$ cat src/rtl/prewish5k_pkg.sv
// Shared types and constants for the prewish5k blink-mask sequencer.
package prewish5k_pkg;

   localparam int DATA_W    = 8;
   localparam int PAT_COUNT = 4;
   localparam int IDX_W     = $clog2(PAT_COUNT);

   localparam logic [DATA_W-1:0] PAT0 = 8'hA0;
   localparam logic [DATA_W-1:0] PAT1 = 8'hF0;
   localparam logic [DATA_W-1:0] PAT2 = 8'hAA;
   localparam logic [DATA_W-1:0] PAT3 = 8'h80;

   typedef enum logic [1:0] {
      ST_START,
      ST_WRITE,
      ST_HOLD
   } state_e;

   function automatic logic [DATA_W-1:0] pattern_at(input logic [IDX_W-1:0] idx);
      logic [DATA_W-1:0] pat;
      case (idx)
         2'd0:    pat = PAT0;
         2'd1:    pat = PAT1;
         2'd2:    pat = PAT2;
         default: pat = PAT3;
      endcase
      return pat;
   endfunction

endpackage

$ cat src/rtl/prewish5k_holdtimer.sv
// Pattern hold counter: counts while enabled, clear wins over enable,
// tc_o is registered and high during the cycle the count sits at all ones.
module prewish5k_holdtimer #(
   parameter int HOLD_BITS = 26
) (
   input  logic clk_i,
   input  logic rst_ni,
   input  logic clr_i,
   input  logic en_i,
   output logic tc_o
);

   localparam logic [HOLD_BITS-1:0] ONES    = '1;
   localparam logic [HOLD_BITS-1:0] LAST_M1 = ONES - HOLD_BITS'(1);

   logic [HOLD_BITS-1:0] cnt_q, cnt_d;
   logic                 tc_q, tc_d;

   always_comb begin
      cnt_d = cnt_q;
      tc_d  = tc_q;
      if (clr_i) begin
         cnt_d = '0;
         tc_d  = 1'b0;
      end else if (en_i) begin
         cnt_d = cnt_q + HOLD_BITS'(1);
         // Look one count ahead so tc lines up with the all-ones cycle.
         tc_d  = (cnt_q == LAST_M1);
      end
   end

   always_ff @(posedge clk_i or negedge rst_ni) begin
      if (!rst_ni) begin
         cnt_q <= '0;
         tc_q  <= 1'b0;
      end else begin
         cnt_q <= cnt_d;
         tc_q  <= tc_d;
      end
   end

   assign tc_o = tc_q;

endmodule

$ cat src/rtl/prewish5k_sequencer.sv
// Wishbone single-write initiator cycling four blink masks into the blinky.
// Optional full ACK handshake with timeout and sticky error: PREWISH_SEQ_ACK_EN.
module prewish5k_sequencer
   import prewish5k_pkg::*;
#(
   parameter int HOLD_BITS   = 26,
   parameter int ACK_TIMEOUT = 15
) (
   input  logic              CLK_I,
   input  logic              RST_N_I,
   input  logic              i_advance,
   input  logic              ACK_I,
   output logic              CYC_O,
   output logic              STB_O,
   output logic [7:0]        DAT_O,
   output logic [1:0]        o_index,
   output logic              o_err
);

   state_e              state_q, state_d;
   logic [IDX_W-1:0]    idx_q, idx_d;
   logic [DATA_W-1:0]   dat_q, dat_d;
   logic                stb_q, stb_d;
   logic                hold_clr, hold_en, hold_tc;
   logic                write_done;

   prewish5k_holdtimer #(
      .HOLD_BITS (HOLD_BITS)
   ) u_holdtimer (
      .clk_i  (CLK_I),
      .rst_ni (RST_N_I),
      .clr_i  (hold_clr),
      .en_i   (hold_en),
      .tc_o   (hold_tc)
   );

`ifdef PREWISH_SEQ_ACK_EN
   logic [7:0] to_q, to_d;
   logic       err_q, err_d;
   logic       timed_out;

   always_comb begin
      timed_out  = (state_q == ST_WRITE) && !ACK_I && (to_q == 8'(ACK_TIMEOUT - 1));
      write_done = ACK_I || timed_out;
      to_d       = ((state_q == ST_WRITE) && !write_done) ? to_q + 8'd1 : 8'd0;
      err_d      = err_q | timed_out;
   end

   always_ff @(posedge CLK_I or negedge RST_N_I) begin
      if (!RST_N_I) begin
         to_q  <= 8'd0;
         err_q <= 1'b0;
      end else begin
         to_q  <= to_d;
         err_q <= err_d;
      end
   end

   assign o_err = err_q;
`else
   logic ack_unused;
   assign ack_unused = ACK_I & (ACK_TIMEOUT > 0);
   assign write_done = 1'b1;
   assign o_err      = 1'b0;
`endif

   always_comb begin
      state_d  = state_q;
      idx_d    = idx_q;
      dat_d    = dat_q;
      stb_d    = 1'b0;
      hold_clr = 1'b1;
      hold_en  = 1'b0;
      case (state_q)
         ST_START: state_d = ST_WRITE;
         ST_WRITE: if (write_done) state_d = ST_HOLD;
         ST_HOLD: begin
            hold_en  = 1'b1;
            hold_clr = 1'b0;
            // Terminal count and advance together still make one step.
            if (hold_tc || i_advance) begin
               idx_d    = idx_q + IDX_W'(1);
               hold_clr = 1'b1;
               state_d  = ST_WRITE;
            end
         end
         default: state_d = ST_START;
      endcase
      // Bus outputs are registered from the next state.
      if (state_d == ST_WRITE) begin
         stb_d = 1'b1;
         dat_d = pattern_at(idx_d);
      end
   end

   always_ff @(posedge CLK_I or negedge RST_N_I) begin
      if (!RST_N_I) begin
         state_q <= ST_START;
         idx_q   <= '0;
         dat_q   <= '0;
         stb_q   <= 1'b0;
      end else begin
         state_q <= state_d;
         idx_q   <= idx_d;
         dat_q   <= dat_d;
         stb_q   <= stb_d;
      end
   end

   assign CYC_O   = stb_q;
   assign STB_O   = stb_q;
   assign DAT_O   = dat_q;
   assign o_index = idx_q;

endmodule
$ cat config.mk
export PLATFORM = sky130hd
export DESIGN_NAME = prewish5k_sequencer
export DESIGN_NICKNAME = d
export VERILOG_FILES = /design/src/rtl/prewish5k_pkg.sv /design/src/rtl/prewish5k_holdtimer.sv /design/src/rtl/prewish5k_sequencer.sv
export SDC_FILE = /design/constraint.sdc
export NUM_CORES = 1
export LEC_CHECK = 0
export ABC_AREA = 1
export CORE_MARGIN = 2
export CORE_UTILIZATION = 40
export DETAILED_ROUTE_END_ITERATION = 16
export PLACE_DENSITY = 0.61
export SLEW_MARGIN = 20
export SYNTH_ARGS = -nofsm -noshare
export SYNTH_HDL_FRONTEND = slang
export SYNTH_SLANG_ARGS = --single-unit
$ cat constraint.sdc
create_clock -name CLK_I -period 1.3 [get_ports CLK_I]
set_input_delay 0.26 -clock CLK_I [delete_from_list [all_inputs] [get_ports CLK_I]]
set_output_delay 0.26 -clock CLK_I [all_outputs]
set_load 0.1 [all_outputs]
==> metrics.md, run 1 <==
| Metric | Value |
|---|---|
| Top cells by area, synth | dfrtp_1 (46%), nand2_1 (13%), nor2_1 (8.2%) |
| Slowest Stage Delay on Critical Path | around 0.39 ns |
| Number of DRC markers in iteration 0 | 79 |
| Critical Path Fanout Max | 5 |
| Longest Clk Path Bufs | 2 |
| Commonest cells post-synth | nand2_1 (67), nor2_1 (43), dfrtp_1 (36) |
| Startpoint types | flop |
| Initial antenna violation count | 0 |
| Mapped cell area | 0.00198 mm² |
| Die height | approximately 74 µm |
| DRC | 0 |
| Ant diodes | 0 |
| Critical Path AT | about 1.5 ns |
| Syn_area_per_cell | about 7.6 µm² |
| Ports | 17 |
| Row count | 25 |
| Post-synth EDFFs | 0 |
| Critical Path End | u_holdtimer.cnt_q[22] |
| H-tree levels | 2 |
| Area leader, netlist | dfrtp_1 |
| Post-route clock period utilization | 1.02 |
| Worst IR drop on VDD | between 2000 and 2500 µV |
| Core area | roughly 0.0048 mm² |
| Fin worst setup slack | -0.0275 ns |
| Clk Latency, worst-skew pair | 0.29 ns |
| Pint | roughly 2.3 mW |
| Crit-path cells | ha_4 -> nand2_4 -> nor2_4 -> nand2_2 -> nor2_4 -> nand3_1 -> nand2_1 -> nor2_1 |
| Dominant synthesized flop cell | dfrtp_1 |
| CTS tree | done |
| Final net count | about 300 |
| Comb power frac | 0.481 |
| CP Capture Type | flop |
| Post-synth cell types | 26 |
| Post-synth top area share | 0.456 |
| P_sw | slightly below 2 mW |
| Synthesized flop and latch total | 36 |
| Reg-to-reg startpoint | u_holdtimer.cnt_q[1] |
| Most used cell, CP | nor2_4 |
| Synthesized instance count | about 260 |
| Die footprint | ~0.0055 mm² |
| Smallest hold slack | roughly 0.41 ns |
| Levels on crit path | 8 |
| Grt ovf | 0 |
| Max Fclk | 0.753 GHz |
| Worst Skew | just under 0.008 ns |
| Initial Util | 0.416 |
| CP delay by family, top | simple AND/OR/NAND/NOR gates |
| Die W | around 74 µm |
| Final Hold Vio Count | 0 |
| RSZ-0062 raised after global routing | true |
| GP Congestion | 0.863 |
| TNS Setup | -0.113 ns |
| Fin cells | between 300 and 400 |
| Ys Warns | 0 |
| HPWL after DPL | approximately 3.1 mm |
| Maxcap violations | 0 |
| Fin. max-slew vios | 0 |
| Clock transition at path regs | roughly 0.08 ns |
| Final Setup Violations | 6 |
| Clk pwr share | 0.185 |
| Routed WL | ~4.3 mm |
| Placed insts | 348 |
| Sequential power share | 0.334 |
| Status | finished, violations left |
| DR WL/cell | around 12 µm |
| Clock buffer count from CTS | 5 |
| Largest net degree at the start of global routing | 24 |
| Area growth from synthesis to layout | 32.2% |
| CTS sink cnt | 36 |
| Dpl ws | -0.301 ns |
| CTS root buffer | clkbuf_8 |
| Violated checks | setup timing |
| First-pass GRT wire length | 7.35 mm |
| Total leakage power | slightly above 1 nW |
| Sw frac | 0.453 |
| First-pass iteration count of the detailed router | 4 |
| Buf/Inv on CP | 0 |
| Setup slack, reg-to-reg | -0.03 ns |
| R2R depth | 8 |
| Post-synth ARST share | 1.00 |
| PD cells | between 1500 and 2000 mW/mm² |
| CP max-delay cell | dfrtp_1 |
| Input/output buffers | 12 |
| Sequential fraction of the synthesis area | 0.456 |
| Number of global-route vias before repair | between 1,500 and 2,000 |
| Routed Antenna Nets | 0 |
| Fin crit period | 1.33 ns |
| WS Path Type | reg2reg |
| Most common cell in the synthesized netlist | nand2_1 |
| Share of post-route cells with drive strength above 1 | 0.318 |
| FF-to-FF End | u_holdtimer.cnt_q[22] |
| Tightest Hold Check Type | in2async |
| Via-to-Cell Ratio | 4.61 |
| Critical Path Source | u_holdtimer.cnt_q[1] |
| Via count | 1,672 |
| Worst Path Required | 1.48 ns |
| All-Layer GR Usage | 0.174 |
## layer usage
layer,up-vias,global-route usage,wire [µm]
met5,-,0,0
met4,0,0.0516,46
met3,8,0.0461,147
met2,22,0.296,2110
met1,777,0.219,1990
li1,865,-,-
## power by group through the flow
stage,sequential [mW],combinational [mW],clock (mW)
after floorplan,2.01,0.736,0
after global placement,1.45,2.00,0
after detailed placement,1.45,2.03,0
after CTS,1.44,2.03,0.815
after global routing,1.46,2.17,0.879
final,1.43,2.06,0.795
## sequential cells by signal (all words and copies together) (netlist names)
name               flops
u_holdtimer.cnt_q     26
u_holdtimer.tc_o       1
o_index                2
state_q                2
DAT_O                  4
CYC_O                  1
## placed cells by master (no fill, tap or decap), drive strengths merged
cell type / instances
a21oi: 11
buf: 33
clkbuf: 5
clkdlybuf4s50: 1
clkinv: 3
conb: 3
dfrtp: 36
dlygate4sd3: 1
ha: 2
inv: 29
nand2: 75
nand3: 15
nand3b: 1
nand4: 3
nor2: 58
nor3: 3
nor3b: 1
nor4: 1
o21a: 1
o21ai: 7
o21bai: 1
or2: 1
xnor2: 3
xor2: 2
## what timing repair did
| item | CTS | global route |
|---|---|---|
| gates resized for setup | 9 | 19 |
| setup endpoints to repair | 9 | 26 |
| endpoints found under the hold margin | 13 | 0 |
| pin swaps | 6 | 5 |
| setup buffers | 2 | 4 |
| hold buffers | 1 | 0 |
## per-stage QoR
| stage | instance area [µm²] | power (mW) | util |
|---|---|---|---|
| 5_1_grt | 2610 | 4.51 | 0.549 |
| 2_1_floorplan | 1990 | 2.74 | - |
| 3_5_place_dp | 2370 | 3.48 | 0.498 |
| 3_3_place_gp | 2370 | 3.45 | 0.498 |
| 6_report | 2610 | 4.29 | 0.549 |
| 4_1_cts | 2530 | 4.28 | 0.532 |
## kinds of logic after synthesis
family / share of synthesized area
other cells: 0.00190
flops: 0.456
simple gates: 0.368
xor+xnor: 0.0222
compound gates: 0.0551
fa+ha+maj: 0.0127
buf+inv: 0.0842
## cell type report
| cell class | instances | area, µm² |
|---|---|---|
| clock buffers | 5 | 68.8 |
| multi-input cells | 188 | 1010 |
| well taps | 67 | 83.8 |
| flip-flops and latches | 36 | 912 |
| fillers | 458 | 2140 |
| inverters | 29 | 109 |
| clock inverters | 3 | 18.8 |
| repair buffers | 35 | 407 |
## worst reg2reg max path, delay by kind of cell, from the launching register on
kind / cells / cell delay [ns]
adder cells (fa/ha/maj): 1 / 0.16
flip-flops: 1 / 0.39
AND/OR/NAND/NOR: 7 / 0.67
## worst min path at each step
stage,start,to,cells past startpoint
6_report,RST_N_I,CYC_O,2
5_1_grt,RST_N_I,CYC_O,2
4_1_cts,RST_N_I,CYC_O,2
3_5_place_dp,RST_N_I,u_holdtimer.cnt_q[12],1
3_3_place_gp,RST_N_I,u_holdtimer.cnt_q[12],1
2_1_floorplan,RST_N_I,CYC_O,0
No activity file was read; power rests on OpenSTA's default activity.
==> run 2: changes to the inputs <==
Settings changed: PLACE_DENSITY 0.61 to 0.59.
Clock period 1.3 ns to 1.65 ns, I/O delays scaled along.
==> metrics.md, run 2 (synthesis results as in run 1) <==
| Metric | Value |
|---|---|
| WS Path Type | reg2reg (unchanged) |
| Worst Path Required | 1.83 ns (was 1.48 ns) |
| Setup slack, reg-to-reg | 0.12 ns (was -0.03 ns) |
| Routed Antenna Nets | 0 (unchanged) |
| Fin cells | 346 (was 363) |
| Core area | 0.00475 mm² (unchanged) |
| CTS root buffer | clkbuf_8 (unchanged) |
| CP max-delay cell | dfrtp_1 (unchanged) |
| Pint | 2.04 mW (was 2.35 mW) |
| Max Fclk | 0.655 GHz (was 0.753 GHz) |
| HP Start | state_q[0] |
| Final core utilization | 0.508 (was 0.549) |
| Routed WL | 4.00 mm (was 4.29 mm) |
| Clock transition at path regs | 0.08 ns (about the same) |
| Die footprint | 0.00552 mm² (unchanged) |
| Status | completed (was finished, violations left) |
| Clk pwr share | 0.244 (was 0.185) |
| Largest net degree at the start of global routing | 20 (was 24) |
| First-pass iteration count of the detailed router | 4 (unchanged) |
| Critical Path Source | u_holdtimer.cnt_q[0] (was u_holdtimer.cnt_q[1]) |
| DR WL/cell | 11.6 µm (was 11.8 µm) |
| Input/output buffers | 12 (unchanged) |
| Hold Path Sink | CYC_O |
| Critical Path AT | 1.71 ns (was 1.51 ns) |
| Tightest Hold Check Type | reg2reg (was in2async) |
| Startpoint types | flop (unchanged) |
| Buf/Inv on CP | 0 (unchanged) |
| Most common cell after layout, fill and taps aside | nand2_1 (unchanged) |
| DRC | 0 (unchanged) |
| Initial Util | 0.416 (unchanged) |
| Ant diodes | 0 (unchanged) |
| All-Layer GR Usage | 0.167 (was 0.174) |
| Fin worst setup slack | 0.124 ns (was -0.0275 ns) |
| Maxcap violations | 0 (unchanged) |
| Comb power frac | 0.440 (was 0.481) |
| GP Congestion | 0.860 (was 0.863) |
| Most frequent cells in the layout | nand2_1 (67), nor2_1 (43), dfrtp_1 (33) (was nand2_1 (63), nor2_1 (36), dfrtp_1 (29)) |
| CTS tree | done (unchanged) |
| Ports | 17 (unchanged) |
| Hold depth | 1 |
| Row count | 25 (unchanged) |
| Grt ovf | 0 (unchanged) |
| CP Capture Type | flop (unchanged) |
| CP delay by family, top | simple AND/OR/NAND/NOR gates (unchanged) |
| Post-CTS Resized | 0 (was 9) |
| Via-to-Cell Ratio | 4.53 (was 4.61) |
| Placed insts | 337 (was 348) |
| Most flop-heavy register | u_holdtimer.cnt_q (unchanged) |
| CTS sink cnt | 36 (unchanged) |
| Fin. max-slew vios | 0 (unchanged) |
| First-pass GRT wire length | 6.97 mm (was 7.35 mm) |
| Flip-flop count of the largest register after layout | 26 (unchanged) |
| Final Hold Vio Count | 0 (unchanged) |
| Dpl ws | -0.0471 ns (was -0.301 ns) |
| Final Setup Violations | 0 (was 6) |
| Post-route clock period utilization | 0.925 (was 1.02) |
| Slowest Stage Delay on Critical Path | 0.43 ns (was 0.39 ns) |
| Met3 Track Usage GR | 0.0407 (was 0.0461) |
| R2R depth | 8 (unchanged) |
| Die height | 74.3 µm (unchanged) |
| Die W | 74.3 µm (unchanged) |
| RSZ-0062 raised after global routing | false (was true) |
| Initial antenna violation count | 0 (unchanged) |
| H-tree levels | 2 (unchanged) |
| HPWL after DPL | 3.06 mm (was 3.14 mm) |
| Final net count | 284 (was 301) |
| Number of DRC markers in iteration 0 | 117 (was 79) |
| PD cells | 1460 mW/mm² (was 1640 mW/mm²) |
| Fin crit period | 1.53 ns (was 1.33 ns) |
| Total leakage power | 0.957 nW (was 1.04 nW) |
| Via count | 1,569 (was 1,672) |
| Area growth from synthesis to layout | 22.2% (was 32.2%) |
| GRT met2 Usage | 0.270 (was 0.296) |
| Clk Latency, worst-skew pair | 0.29 ns (about the same) |
| Crit-path cells | ha_1 -> nand2_2 -> nor2_2 -> nand3_1 -> nor2_1 -> nand2_1 -> nand2_1 -> nor2_1 (was ha_4 -> nand2_4 -> nor2_4 -> nand2_2 -> nor2_4 -> nand3_1 -> nand2_1 -> nor2_1) |
| Sequential power share | 0.317 (was 0.334) |
| Sw frac | 0.424 (was 0.453) |
| Top Usage Layer GRT | met2 (unchanged) |
| P_sw | 1.50 mW (was 1.95 mW) |
| Critical Path Fanout Max | 5 (unchanged) |
| Clock buffer count from CTS | 5 (unchanged) |
| FF-to-FF End | u_holdtimer.cnt_q[20] (was u_holdtimer.cnt_q[22]) |
| Number of global-route vias before repair | 1,527 (was 1,647) |
| Worst Skew | 0.00814 ns (was 0.00770 ns) |
| Worst IR drop on VDD | 1180 µV (was 2100 µV) |
| M1 GR Usage | 0.223 (was 0.219) |
| Reg-to-reg startpoint | u_holdtimer.cnt_q[0] (was u_holdtimer.cnt_q[1]) |
| Longest Clk Path Bufs | 2 (unchanged) |
| Share of post-route cells with drive strength above 1 | 0.194 (was 0.318) |
-- run 2: power by group through the flow --
stage | registers (mW) | clock network (mW) | logic [mW]
2_1_floorplan | 1.57 | 0 | 0.580
3_3_place_gp | 1.14 | 0 | 1.56
3_5_place_dp | 1.14 | 0 | 1.57
4_1_cts | 1.12 | 0.880 | 1.57
5_1_grt | 1.14 | 0.933 | 1.64
6_report | 1.12 | 0.861 | 1.55
-- run 2: area by class of cell --
class / count / area (µm²)
Multi-Input combinational cell: 188 / 917
Clock inverter: 1 / 30.0
Tap cell: 67 / 83.8
Sequential cell: 36 / 905
Timing Repair Buffer: 18 / 275
Fill cell: 475 / 2340
Clock buffer: 7 / 96.3
Inverter: 29 / 109
-- run 2: layer usage --
metal	share of wire	vias to the layer above	wire length (µm)
met1	0.51	714	2020
met4	0.0095	0	38
li1	-	834	-
met5	0	-	0
met3	0.022	5	88
met2	0.46	16	1850
-- run 2: worst max path at each step --
| stage | end | slack [ns] | cells after the start |
|---|---|---|---|
| CTS | u_holdtimer.cnt_q[20] | 0.13 | 8 |
| detailed placement | DAT_O[6] | -0.05 | 9 |
| global placement | DAT_O[6] | -0.04 | 9 |
| finish | u_holdtimer.cnt_q[20] | 0.12 | 8 |
| floorplan | DAT_O[3] | 0.11 | 4 |
| global route | u_holdtimer.cnt_q[20] | 0.01 | 8 |
-- run 2: through the flow --
stage	area, µm²	hold slack [ns]	total power, mW	TNS, ns
after floorplan	1990	0.0344	2.15	0
after global placement	2280	0.298	2.70	-0.0704
after detailed placement	2280	0.301	2.71	-0.0603
after CTS	2420	0.494	3.57	0
after global routing	2420	0.515	3.71	0
final	2420	0.486	3.53	0
-- run 2: worst reg2reg max path, stage by stage, from the launching register on --
cell and delay (ns):
dfrtp_1 0.43, ha_1 0.21, nand2_2 0.09, nor2_2 0.16
nand3_1 0.18, nor2_1 0.19, nand2_1 0.06, nand2_1 0.06
nor2_1 0.04
-- run 2: what timing repair did --
item,in CTS,in global routing
hold buffers,1,0
setup buffers,0,0
endpoints found under the setup margin,0,0
hold endpoints to repair,17,0
